`config.mk`:
```
export PLATFORM = sky130hd
export DESIGN_NAME = uart_rx_cfg
export DESIGN_NICKNAME = d
export VERILOG_FILES = /design/src/rtl/uart_rx_cfg.sv
export SDC_FILE = /design/constraint.sdc
export NUM_CORES = 1
export LEC_CHECK = 0
export CAP_MARGIN = 10
export CORE_MARGIN = 1.5
export CORE_UTILIZATION = 35
export CTS_BUF_LIST = sky130_fd_sc_hd__clkbuf_8
export DETAILED_ROUTE_END_ITERATION = 8
export GPL_ROUTABILITY_DRIVEN = 0
export GPL_TIMING_DRIVEN = 0
export SETUP_SLACK_MARGIN = 0.1
export SLEW_MARGIN = 5
export SYNTH_ARGS = -nofsm -noshare
export SYNTH_HDL_FRONTEND = slang
export SYNTH_SLANG_ARGS = --single-unit
export TNS_END_PERCENT = 50
```
`constraint.sdc`:
```
create_clock -name clk -period 5.2 [get_ports clk]
set_input_delay 1.04 -clock clk [delete_from_list [all_inputs] [get_ports clk]]
set_output_delay 1.04 -clock clk [all_outputs]
set_load 0.02 [all_outputs]
```
`src/rtl/uart_rx_cfg.sv`:
```
// Configurable UART receiver: 5-9 data bits, optional parity, 1-2 stop bits, 3-sample
// majority vote at mid-bit, and a first-word fall-through output FIFO.
module uart_rx_cfg #(
   parameter int unsigned CLK_FREQ   = 50000000,
   parameter int unsigned BAUD_RATE  = 19200,
   parameter int unsigned DATA_BITS  = 8,
   parameter int unsigned PARITY     = 0,
   parameter int unsigned STOP_BITS  = 1,
   parameter int unsigned FIFO_DEPTH = 4
) (
   input  logic                 clk,
   input  logic                 rst,
   input  logic                 rx,
   output logic [DATA_BITS-1:0] rx_data,
   output logic                 rx_par_err,
   output logic                 rx_frm_err,
   output logic                 rx_valid,
   input  logic                 rx_ready,
   output logic                 overrun,
   output logic                 busy
);

   localparam int unsigned DIV = CLK_FREQ / BAUD_RATE;
   localparam int unsigned TW  = $clog2(DIV);
   localparam int unsigned BW  = $clog2(DATA_BITS);
   localparam int unsigned PW  = $clog2(FIFO_DEPTH);
   localparam int unsigned CW  = $clog2(FIFO_DEPTH + 1);
   localparam int unsigned EW  = DATA_BITS + 2;

   localparam logic [TW-1:0] T_LO  = TW'(DIV / 2 - 1);
   localparam logic [TW-1:0] T_MID = TW'(DIV / 2);
   localparam logic [TW-1:0] T_HI  = TW'(DIV / 2 + 1);
   localparam logic [TW-1:0] T_MAX = TW'(DIV - 1);
   localparam logic [BW-1:0] LAST_BIT = BW'(DATA_BITS - 1);

   typedef enum logic [2:0] {StIdle, StStart, StData, StParity, StStop, StPush} state_e;

   state_e                 state_q, state_d;
   logic                   rx_meta, rxs;
   logic [TW-1:0]          timer_q, timer_d;
   logic [1:0]             samp_q;
   logic [BW-1:0]          bit_idx_q, bit_idx_d;
   logic                   stop_idx_q, stop_idx_d;
   logic [DATA_BITS-1:0]   shreg_q, shreg_d;
   logic                   par_err_q, par_err_d;
   logic                   frm_err_q, frm_err_d;
   logic                   armed_q, armed_d;
   logic                   mid, maj;

   // Decision point is M+1, the first cycle all three samples are available.
   assign mid  = (timer_q == T_HI);
   assign maj  = (samp_q[0] & samp_q[1]) | (samp_q[0] & rxs) | (samp_q[1] & rxs);
   assign busy = (state_q != StIdle);

   always_ff @(posedge clk) begin
      if (rst) begin
         rx_meta    <= 1'b1;
         rxs        <= 1'b1;
         state_q    <= StIdle;
         timer_q    <= '0;
         samp_q     <= 2'b11;
         bit_idx_q  <= '0;
         stop_idx_q <= 1'b0;
         shreg_q    <= '0;
         par_err_q  <= 1'b0;
         frm_err_q  <= 1'b0;
         armed_q    <= 1'b1;
      end else begin
         rx_meta    <= rx;
         rxs        <= rx_meta;
         state_q    <= state_d;
         timer_q    <= timer_d;
         if (timer_q == T_LO) samp_q[0] <= rxs;
         if (timer_q == T_MID) samp_q[1] <= rxs;
         bit_idx_q  <= bit_idx_d;
         stop_idx_q <= stop_idx_d;
         shreg_q    <= shreg_d;
         par_err_q  <= par_err_d;
         frm_err_q  <= frm_err_d;
         armed_q    <= armed_d;
      end
   end

   always_comb begin
      state_d    = state_q;
      timer_d    = (timer_q == T_MAX) ? '0 : timer_q + 1'b1;
      bit_idx_d  = bit_idx_q;
      stop_idx_d = stop_idx_q;
      shreg_d    = shreg_q;
      par_err_d  = par_err_q;
      frm_err_d  = frm_err_q;
      armed_d    = armed_q;
      unique case (state_q)
         StIdle: begin
            timer_d   = '0;
            par_err_d = 1'b0;
            frm_err_d = 1'b0;
            if (rxs) armed_d = 1'b1;
            else if (armed_q) state_d = StStart;
         end
         StStart: begin
            if (mid) begin
               if (!maj) begin
                  bit_idx_d = '0;
                  state_d   = StData;
               end else begin
                  state_d = StIdle;
               end
            end
         end
         StData: begin
            if (mid) begin
               shreg_d = {maj, shreg_q[DATA_BITS-1:1]};
               if (bit_idx_q == LAST_BIT) begin
                  stop_idx_d = 1'b0;
                  state_d    = (PARITY != 0) ? StParity : StStop;
               end else begin
                  bit_idx_d = bit_idx_q + 1'b1;
               end
            end
         end
         StParity: begin
            if (mid) begin
               par_err_d = ((^shreg_q) ^ maj) != (PARITY == 1);
               state_d   = StStop;
            end
         end
         StStop: begin
            if (mid) begin
               if (!maj) frm_err_d = 1'b1;
               if (stop_idx_q == 1'(STOP_BITS - 1)) state_d = StPush;
               else stop_idx_d = 1'b1;
            end
         end
         StPush: begin
            // A framing error disarms so a held-low break cannot retrigger a start.
            armed_d = !frm_err_q;
            state_d = StIdle;
         end
         default: state_d = StIdle;
      endcase
   end

   logic [EW-1:0] mem [FIFO_DEPTH];
   logic [PW-1:0] wr_q, rd_q;
   logic [CW-1:0] cnt_q;
   logic          push, pop, full, wr_en;
   logic [EW-1:0] head;

   assign push     = (state_q == StPush);
   assign rx_valid = (cnt_q != '0);
   assign pop      = rx_valid && rx_ready;
   assign full     = (cnt_q == CW'(FIFO_DEPTH));
   assign wr_en    = push && (!full || pop);

   always_ff @(posedge clk) begin
      if (wr_en) mem[wr_q] <= {frm_err_q, par_err_q, shreg_q};
   end

   always_ff @(posedge clk) begin
      if (rst) begin
         wr_q    <= '0;
         rd_q    <= '0;
         cnt_q   <= '0;
         overrun <= 1'b0;
      end else begin
         if (wr_en) wr_q <= wr_q + 1'b1;
         if (pop) rd_q <= rd_q + 1'b1;
         if (wr_en && !pop) cnt_q <= cnt_q + 1'b1;
         else if (!wr_en && pop) cnt_q <= cnt_q - 1'b1;
         overrun <= push && full && !pop;
      end
   end

   assign head       = mem[rd_q];
   assign rx_data    = rx_valid ? head[DATA_BITS-1:0] : '0;
   assign rx_par_err = rx_valid ? head[DATA_BITS] : 1'b0;
   assign rx_frm_err = rx_valid ? head[DATA_BITS+1] : 1'b0;

endmodule
```
==> run_results.csv <==
group,metric,value,unit
min_path,worstHoldPathType,"reg -> reg",
die,die_area,10800,um2
synthesis,synth_cell_types,48,
synthesis,netlist_area,3570,um2
synthesis,ys_seq_area_frac,0.577,
clocking,clk_pin_slew_worst_paths,0.08,ns
global_routing,grt_max_degree,16,
die,ios,17,
drt,totalWireLength,5760,um
synthesis,synth-edff-count,40,
sta,max_slew_margin,0.595,
synthesis,postSynth.asyncResetShare,0,
clocking,cts_tree,"yes",
sta,fin_hold_ws,0.416,ns
synthesis,synth_area_leader_cell,"edfxtp_1",
min_path,hold_depth,1,
final_layout,drive_above_1_share,0.147,
min_path,worstHoldEndpoint,"rxs",
drt,drc,0,
clocking,post_cts_buffers,0,
synthesis,syn_nets,290,
die,fp.dieH,104,um
sta,hold_viol,0,
clocking,cts.repair.resized,0,
outcome,run_status,"completed",
die,dieWidth,104,um
die,rows,36,
worst_setup_path,r2r_end,"cnt_q[2]",
sta,post-route-period-util,0.628,
clocking,postCtsHoldBufs,0,
synthesis,synth_flop_cell,"dfxtp_1",
worst_setup_path,r2r_start,"state_q[0]",
die,initial_core_util,0.364,
job,drv_cap,0,
drt,vias_per_cell,4.54,
final_layout,diodes,0,
worst_setup_path,cp-start-kind,"flip-flop",
worst_setup_path,crit_type,"reg -> out",
synthesis,synth_most_common_cell,"dfxtp_1",
synthesis,ys_seq_elements,83,
sta,drv_slew,0,
drt,drt-initial-drc-count,80,
drt,vias,1996,
sta,rsz0062_at_grt,"false",
final_layout,fillers,942,
clocking,clockBufferDepth,2,
global_routing,gr-total-overflow,0,
worst_setup_path,crit_path_top_delay_cell,"clkdlybuf4s50_1",
sta,finalSetupTns,0,ns
sta,final-setup-viol-count,0,
synthesis,avgSynthCellArea,13.0,um2
synthesis,synthTopCellsByArea,"edfxtp_1 (34%), dfxtp_1 (24%), mux4_2 (6.3%)",
final_layout,post-route-util,0.422,
worst_setup_path,r2r_cells,9,
synthesis,synth_top_area_frac,0.336,
global_routing,antenna_found_initial,0,
global_routing,grt_usage,0.116,
die,coreArea,9820,um2
pwr,power_density,374,nW/um2
synthesis,yosys-top-cells-count,"dfxtp_1 (43), edfxtp_1 (40), nor2_1 (35)",
min_path,hp-start,"rx_meta",
drt,postRouteAntennaNets,0,
final_layout,syn_to_final_growth,15.9,%
global_routing,grt_pass1_wl,9730,um
worst_setup_path,crit_path_end_kind,"output pin",
pwr,p_total,0.00155,W
worst_setup_path,cp_cell_sequence,"buf_1 > mux4_2 > and2_1 > clkdlybuf4s50_1",
clocking,cts_buffers,9,
sta,fin_crit,3.27,ns
pwr,p_leak,1.51,nW
sta,fmax,0.306,GHz
clocking,clockRootBuffer,"clkbuf_8",
global_routing,grt_pass1_vias,1939,
clocking,clock_sinks,83,
final_layout,fin_nets,317,
pwr,peakVddDrop,150,uV
sta,fin_skew,0.0111,ns
place,io_buffers,16,
clocking,clk-insertion-delay-late,0.34,ns
worst_setup_path,worstPathRequired,4.16,ns
clocking,cts_max_level,3,
place,place_hpwl,4010,um
worst_setup_path,arrival,2.23,ns
worst_setup_path,path_max_fanout,10,
synthesis,yosysWarnings,0,
synthesis,syn_inst,275,
sta,tightest_slew,0.608,ns
drt,drt_pass1_iterations,4,
worst_setup_path,crit_path_max_incr_delay,0.53,ns
drt,routedWlPerCell,13.1,um
worst_setup_path,rrSetupSlack,2.80,ns
## worst max-delay path by stage
stage / cells after the start / from / endpoint
3_3_place_gp: 9 / rx_ready / cnt_q[2]
4_1_cts: 4 / flip-flop / rx_data[2]
2_1_floorplan: 8 / rx_ready / cnt_q[2]
5_1_grt: 4 / flip-flop / rx_data[6]
6_report: 4 / flip-flop / rx_data[2]
3_5_place_dp: 9 / rx_ready / cnt_q[2]
## placed cells by master (no fill, tap or decap), drive strengths merged, types with 2 or more instances in the layout
master	n
o21ai	2
nand2	7
ha	10
and4bb	2
xnor2	14
xor2	9
nand3b	2
nor3	3
nand2b	2
buf	4
nor3b	2
nand3	7
clkdlybuf4s50	16
and3	6
and2	18
clkbuf	13
or3	2
clkinv	2
nor4b	2
a21oi	4
dfxtp	43
inv	9
or2	3
mux2i	15
edfxtp	40
bufinv	3
o211ai	3
nor2	38
mux4	10
## kinds of logic after synthesis
group	count (synthesis)	synth area share
adder cells (fa/ha/maj)	12	0.0438
flip-flops	83	0.577
AND/OR/NAND/NOR	101	0.167
multiplexers	25	0.105
XOR/XNOR	23	0.0564
AO/OA/AOI/OAI	15	0.0326
buffers and inverters	16	0.0179
## critical path, delay by kind of cell, from the launching register on
| kind | cells | cell delay, ns |
|---|---|---|
| AND/OR/NAND/NOR | 1 | 0.17 |
| buffers and inverters | 2 | 1.00 |
| multiplexers | 1 | 0.40 |
| flip-flops | 1 | 0.31 |
## metrics by stage
stage	cell area (um2)	cells	setup WS (ns)
after floorplan	3570	275	2.66
after global placement	3900	424	2.00
after detailed placement	3900	424	1.98
after CTS	4140	440	1.85
after global routing	4140	440	1.80
final	4140	440	1.93
## sequential cells by signal (all words and copies together), names as in the netlist, named ones only
signal     count
mem           40
timer_q       12
shreg_q        8
bit_idx_q      3
cnt_q          3
state_q        3
rd_q           2
samp_q         2
wr_q           2
armed_q        1
frm_err_q      1
overrun        1
par_err_q      1
rx_meta        1
rxs            1
## cell type report
| class | instances | area, um2 | share of cell area |
|---|---|---|---|
| Timing Repair Buffer | 16 | 160 | 0.0387 |
| Inverter | 8 | 30.0 | 0.00725 |
| Clock buffer | 9 | 124 | 0.0299 |
| Sequential cell | 83 | 2060 | 0.498 |
| Buffer | 8 | 33.8 | 0.00816 |
| Clock inverter | 7 | 119 | 0.0287 |
| Multi-Input combinational cell | 176 | 1450 | 0.349 |
| Tap cell | 133 | 166 | 0.0402 |
## per-layer routing
layer / GRT usage / routed length, um
met5: 0 / 0
met3: 0.0307 / 171
met1: 0.148 / 2770
met4: 0.0536 / 83
met2: 0.184 / 2730
## report_power, final
group | total [W] | internal, W | switching (W)
Clock | 0.000543 | 0.000319 | 0.000224
Sequential | 0.000706 | 0.000694 | 0.0000123
Combinational | 0.000302 | 0.000146 | 0.000155
No activity file was read; power rests on OpenSTA's default activity.
